--- config.mk ---
export PLATFORM = sky130hd
export DESIGN_NAME = answer_poll_sched
export DESIGN_NICKNAME = d
export VERILOG_FILES = /design/src/rtl/answer_poll_sched.sv
export SDC_FILE = /design/constraint.sdc
export NUM_CORES = 1
export LEC_CHECK = 0
export CAP_MARGIN = 10
export CORE_MARGIN = 1.5
export CORE_UTILIZATION = 45
export CTS_BUF_LIST = sky130_fd_sc_hd__clkbuf_8 sky130_fd_sc_hd__clkbuf_16
export DETAILED_ROUTE_END_ITERATION = 16
export PLACE_DENSITY_LB_ADDON = 0.15
export SLEW_MARGIN = 10
export SYNTH_ARGS = -nofsm -noshare
export SYNTH_HDL_FRONTEND = slang
export SYNTH_SLANG_ARGS = --single-unit
--- constraint.sdc ---
create_clock -name clk -period 1.45 [get_ports clk]
set_input_delay 0.2175 -clock clk [delete_from_list [all_inputs] [get_ports clk]]
set_output_delay 0.2175 -clock clk [all_outputs]
set_load 0.01 [all_outputs]
--- src/rtl/answer_poll_sched.sv ---
// answer_poll_sched: shares the answer table's single address port between a
// periodic frame sweep (header plus table bytes streamed to the UART) and
// host single-address reads. A host read may slip in between frame bytes.
module answer_poll_sched #(
  parameter logic [4:0]  FIRST_ADDR = 5'd0,
  parameter logic [4:0]  LAST_ADDR  = 5'd17,
  parameter logic [4:0]  PARK_ADDR  = 5'd1,
  parameter int unsigned READ_LAT   = 2,
  parameter logic [7:0]  HEADER     = 8'hA5
) (
  input  logic       clk,
  input  logic       rst,
  input  logic       frame_req,
  input  logic       rd_req,
  input  logic [4:0] rd_addr,
  output logic       rd_ack,
  output logic [7:0] rd_data,
  output logic [4:0] addr,
  input  logic [7:0] data,
  output logic [7:0] tx_data,
  output logic       tx_val,
  input  logic       tx_rdy,
  output logic       busy,
  output logic       frame_done,
  output logic [7:0] ovr_cnt
);

  typedef enum logic [2:0] {
    IDLE   = 3'd0,
    HDR    = 3'd1,
    SETUP  = 3'd2,
    WAIT   = 3'd3,
    SEND   = 3'd4,
    HSETUP = 3'd5,
    HWAIT  = 3'd6
  } state_t;

  localparam logic [1:0] WAIT_INIT = 2'(READ_LAT - 1);

  state_t     state;
  state_t     nxt;
  logic [4:0] index;
  logic [1:0] wcnt;
  logic       pending;
  logic       active;
  logic       start_frame;
  logic       last_byte;

  // State register; a low rst abandons whatever was in flight.
  always_ff @(posedge clk) begin
    if (!rst) state <= IDLE;
    else      state <= nxt;
  end

  // Next-state selection; the host read wins in IDLE and between frame bytes.
  always_comb begin
    nxt = state;
    case (state)
      IDLE: begin
        if (rd_req)           nxt = HSETUP;
        else if (start_frame) nxt = HDR;
      end
      HDR:    if (tx_rdy) nxt = SETUP;
      SETUP:  nxt = WAIT;
      WAIT:   if (wcnt == 2'd0) nxt = SEND;
      SEND: begin
        if (tx_rdy) begin
          if (last_byte)   nxt = IDLE;
          else if (rd_req) nxt = HSETUP;
          else             nxt = SETUP;
        end
      end
      HSETUP: nxt = HWAIT;
      HWAIT:  if (wcnt == 2'd0) nxt = active ? SETUP : IDLE;
      default: nxt = IDLE;
    endcase
  end

  // Status outputs and shared decode terms.
  always_comb begin
    start_frame = 1'b0;
    last_byte   = 1'b0;
    busy        = 1'b0;
    start_frame = (state == IDLE) && !rd_req && (pending || frame_req);
    last_byte   = (index == LAST_ADDR);
    busy        = (state != IDLE) || pending;
  end

  // Datapath: address port, read pipeline wait, UART byte, host result,
  // frame request bookkeeping.
  always_ff @(posedge clk) begin
    if (!rst) begin
      addr       <= PARK_ADDR;
      index      <= FIRST_ADDR;
      wcnt       <= 2'd0;
      tx_val     <= 1'b0;
      tx_data    <= 8'd0;
      rd_ack     <= 1'b0;
      rd_data    <= 8'd0;
      frame_done <= 1'b0;
      ovr_cnt    <= 8'd0;
      pending    <= 1'b0;
      active     <= 1'b0;
    end else begin
      rd_ack     <= 1'b0;
      frame_done <= 1'b0;
      case (state)
        IDLE: begin
          if (start_frame) begin
            index   <= FIRST_ADDR;
            tx_val  <= 1'b1;
            tx_data <= HEADER;
            active  <= 1'b1;
          end
        end
        HDR: begin
          if (tx_rdy) tx_val <= 1'b0;
        end
        SETUP: begin
          addr <= index;
          wcnt <= WAIT_INIT;
        end
        WAIT: begin
          if (wcnt == 2'd0) begin
            tx_data <= data;
            tx_val  <= 1'b1;
          end else begin
            wcnt <= wcnt - 2'd1;
          end
        end
        SEND: begin
          if (tx_rdy) begin
            tx_val <= 1'b0;
            if (last_byte) begin
              frame_done <= 1'b1;
              addr       <= PARK_ADDR;
              active     <= 1'b0;
            end else begin
              index <= index + 5'd1;
            end
          end
        end
        HSETUP: begin
          addr <= rd_addr;
          wcnt <= WAIT_INIT;
        end
        HWAIT: begin
          if (wcnt == 2'd0) begin
            rd_data <= data;
            rd_ack  <= 1'b1;
            if (!active) addr <= PARK_ADDR;
          end else begin
            wcnt <= wcnt - 2'd1;
          end
        end
        default: ;
      endcase

      // A request is dropped when a frame is running or one is already
      // queued; otherwise it either starts a frame now or is queued.
      if (frame_req) begin
        if (active || pending) begin
          if (ovr_cnt != 8'hFF) ovr_cnt <= ovr_cnt + 8'd1;
        end else if (!start_frame) begin
          pending <= 1'b1;
        end
      end
      if (start_frame) pending <= 1'b0;
    end
  end

endmodule

==> results.py <==
metrics = {
    "clocking": {
        "clk_pin_slew_ns": 0.08,
        "clock_latency_ns": 0.29,
        "ctsHtreeMaxLevel": 2,
        "clk_path_buf_depth": 2,
        "cts_sinks": 44,
        "ctsRootBufferMaster": "clkbuf_8",
        "cts_tree": "built",
        "cts_made_buffers": 5,
    },
    "min_path": {
        "min_path_cells": 2,
        "hold_path.class": "reg -> reg",
    },
    "floorplan": {
        "io_pins": 51,
        "start_util_pct": 46.53,
        "coreArea_sq_um": 4692,
        "core.rowCount": 25,
        "die_h_microns": 72.66,
        "die_w_microns": 72.66,
        "die_area_sq_um": 5279,
    },
    "yosys": {
        "synth_edf_count": 0,
        "async_reset_ff_share_pct": 0,
        "syn_avg_cell_area_sq_um": 8.147,
        "netlist_area_sq_um": 2183,
        "syn_nets": 290,
        "ys_seq_elements": 44,
        "yosysSeqAreaShare_pct": 40.34,
        "synth_ff_type": "dfxtp_1",
        "ys_types": 54,
        "synth_cells": 268,
        "yosysWarnings": 0,
    },
    "place": {
        "pre_cts_ws_ns": -0.2659,
        "dpl.cell_count": 410,
        "port-buffer-count": 50,
        "dpl_cell_area_sq_um": 3075,
        "gp_congestion": 0.7805,
        "hpwl_microns": 3956,
    },
    "route": {
        "routedWlPerCell_microns": 12.77,
        "drcViolationCount": 0,
        "dr.pass1.iters": 4,
        "drt-initial-drc-count": 98,
        "dr_total_vias": 2263,
        "viasPerCell": 5.375,
        "ant_nets": 0,
        "wirelength_microns": 5376,
    },
    "critical_path": {
        "rrSetupSlack_ns": -0.003,
        "crit_arrival_ns": 1.68,
        "end_kind": "flip-flop",
        "critPathKind": "reg -> reg",
        "crit_fanout": 7,
        "start_kind": "flip-flop",
        "required_ns": 1.68,
        "worstRegToRegCells": 4,
    },
    "power_and_ir_drop": {
        "p_leak_uw": 0.001346,
        "powerDensity_nw_per_um2": 1549,
        "p_switching_uw": 1860,
        "peakVddDrop_mv": 0.8234,
        "clkPwrFrac_pct": 18.9,
        "intPower_uw": 3371,
        "netSwitchingFraction_pct": 35.57,
        "seqPwrFrac_pct": 31.0,
        "combPwrFrac_pct": 50.1,
    },
    "sta": {
        "slew_violations": 0,
        "rsz0062_at_grt": "yes",
        "slew_headroom_pct": 75.61,
        "min_period_ns": 1.453,
        "layout_setup_ws_ns": -0.003261,
        "hold_viol_final": 0,
        "fin_crit_sh_pct": 100.2,
        "worst_slew_pin_slew_ns": 0.3631,
        "setup_viol": 1,
        "maxClockFrequency_mhz": 688.1,
        "finalClockSkew_ns": 0.003197,
    },
    "global_routing": {
        "antenna_found_initial": 0,
        "use_met2_pct": 34.76,
        "gr-total-overflow": 0,
        "grt_max_degree": 24,
        "grt_pass1_wl_microns": 8880,
        "met1_usage_pct": 27.66,
        "grt_usage_pct": 21.00,
        "met3_usage_pct": 3.039,
        "busiest_layer": "met2",
        "grt_pass1_vias": 2080,
    },
    "final_layout": {
        "antennaDiodeCount": 0,
        "drive_gt1_share_pct": 28.07,
        "final_cells": 421,
        "finish.instance_area_sq_um": 3377,
        "layout.nets": 388,
        "layout-area-overhead-vs-synth_pct": 54.67,
    },
    "outcome": {
        "status": "finished with violations",
        "violations": "negative setup slack",
    },
    "job": {
        "cap_violations": 0,
    },
}
per-stage QoR:
step	power, uW	TNS (ns)	hold slack (ns)	utilization, %
6_report	5231	-0.003261	0.4601	71.97
5_1_grt	5558	-0.2863	0.4671	71.97
4_1_cts	5074	-0.03596	0.4591	70.03
3_5_place_dp	3972	-4.083	0.4473	65.55
3_3_place_gp	3937	-3.175	0.4455	65.55
2_1_floorplan	2939	-0.006484	0.3535	-
registers in the layout (all words and copies together), names as in the netlist:
signal and cells:
ovr_cnt 8, rd_data 8, tx_data 8, addr 5, index 5, state 3
wcnt 2, active 1, frame_done 1, pending 1, rd_ack 1, tx_val 1
critical path, cell delays in order (launching register included):
cell and delay (ns):
dfxtp_4 0.37, nor4_4 0.38, a32oi_4 0.12, or3_1 0.38, a21oi_1 0.13
cell usage after synthesis, types with 2 or more instances:
cell	count	area, sq um
a21oi_1	32	160.2
a32oi_1	2	17.52
and2_1	2	12.51
buf_2	3	15.01
buf_4	2	15.01
clkbuf_1	7	26.28
dfxtp_1	44	880.8
ha_1	4	50.05
inv_1	11	41.29
mux2i_1	3	30.03
nand2_1	41	153.9
nand2b_1	5	31.28
nand3_1	13	65.06
nand4_1	3	18.77
nand4b_1	3	26.28
nor2_1	20	75.07
nor3_1	8	40.04
o211ai_1	3	22.52
o21a_1	2	15.01
o21ai_0	15	75.07
o221ai_1	3	26.28
or3_1	5	31.28
xnor2_1	2	17.52
xor2_1	5	43.79
cell type report:
cell class                 instances  area (sq um)
sequential                        44         899.6
tap                               54         67.56
clock buffer                       6         82.58
multi-input combinational        199          1319
fill                             370          1315
clock inverter                     2         38.79
timing repair buffer             105         928.4
inverter                          11         41.29
power groups by stage:
stage               Clock, uW  Combinational, uW  Sequential [uW]
floorplan                   0               1290             1650
global placement            0               2330             1610
detailed placement          0               2360             1610
CTS                       999               2470             1610
global route             1050               2860             1650
finish                    987               2620             1620
cell families after synthesis:
kind of cell               Yosys count  share of synthesized area [%]
AOI/OAI and AO/OA                   70                          20.57
xor gates and xnor gates             7                          2.808
DFF                                 44                          40.34
buffers and inverters               25                          5.157
muxes                                3                          1.375
and+or+nand+nor                    115                          27.45
adders and majority gates            4                          2.292
layout by cell type (no fill, tap or decap), types with 5 or more instances in the layout:
cell type	netlist	routed
nand3_1	13	13
clkbuf_8	0	6
nor2_1	20	20
dfxtp_2	0	9
clkdlybuf4s50_1	0	41
o21ai_0	15	11
buf_4	2	51
nor3_1	8	5
inv_1	11	8
a21oi_1	32	31
or3_1	5	5
dfxtp_1	44	33
nand2_1	41	41
final timing paths:
| path | from | to |
|---|---|---|
| hold / removal | rd_data[0] | rd_data[0] |
| hold reg to reg | rd_data[0] | rd_data[0] |
| setup reg to reg | state[0] | index[3] |
| setup / recovery | state[0] | index[3] |
metal layers:
| layer | vias up | share of wire [%] |
|---|---|---|
| met2 | 47 | 48 |
| met5 | - | 0 |
| met1 | 1053 | 48 |
| met3 | 7 | 3.1 |
| li1 | 1156 | - |
| met4 | 0 | 1.0 |
what timing repair did:
action	4_1_cts	5_1_grt
gates resized for setup	30	23
setup buffers	1	2
hold buffers	0	0
setup endpoints to repair	28	33
pin swaps	11	11
(Power assumes the default switching activity.)
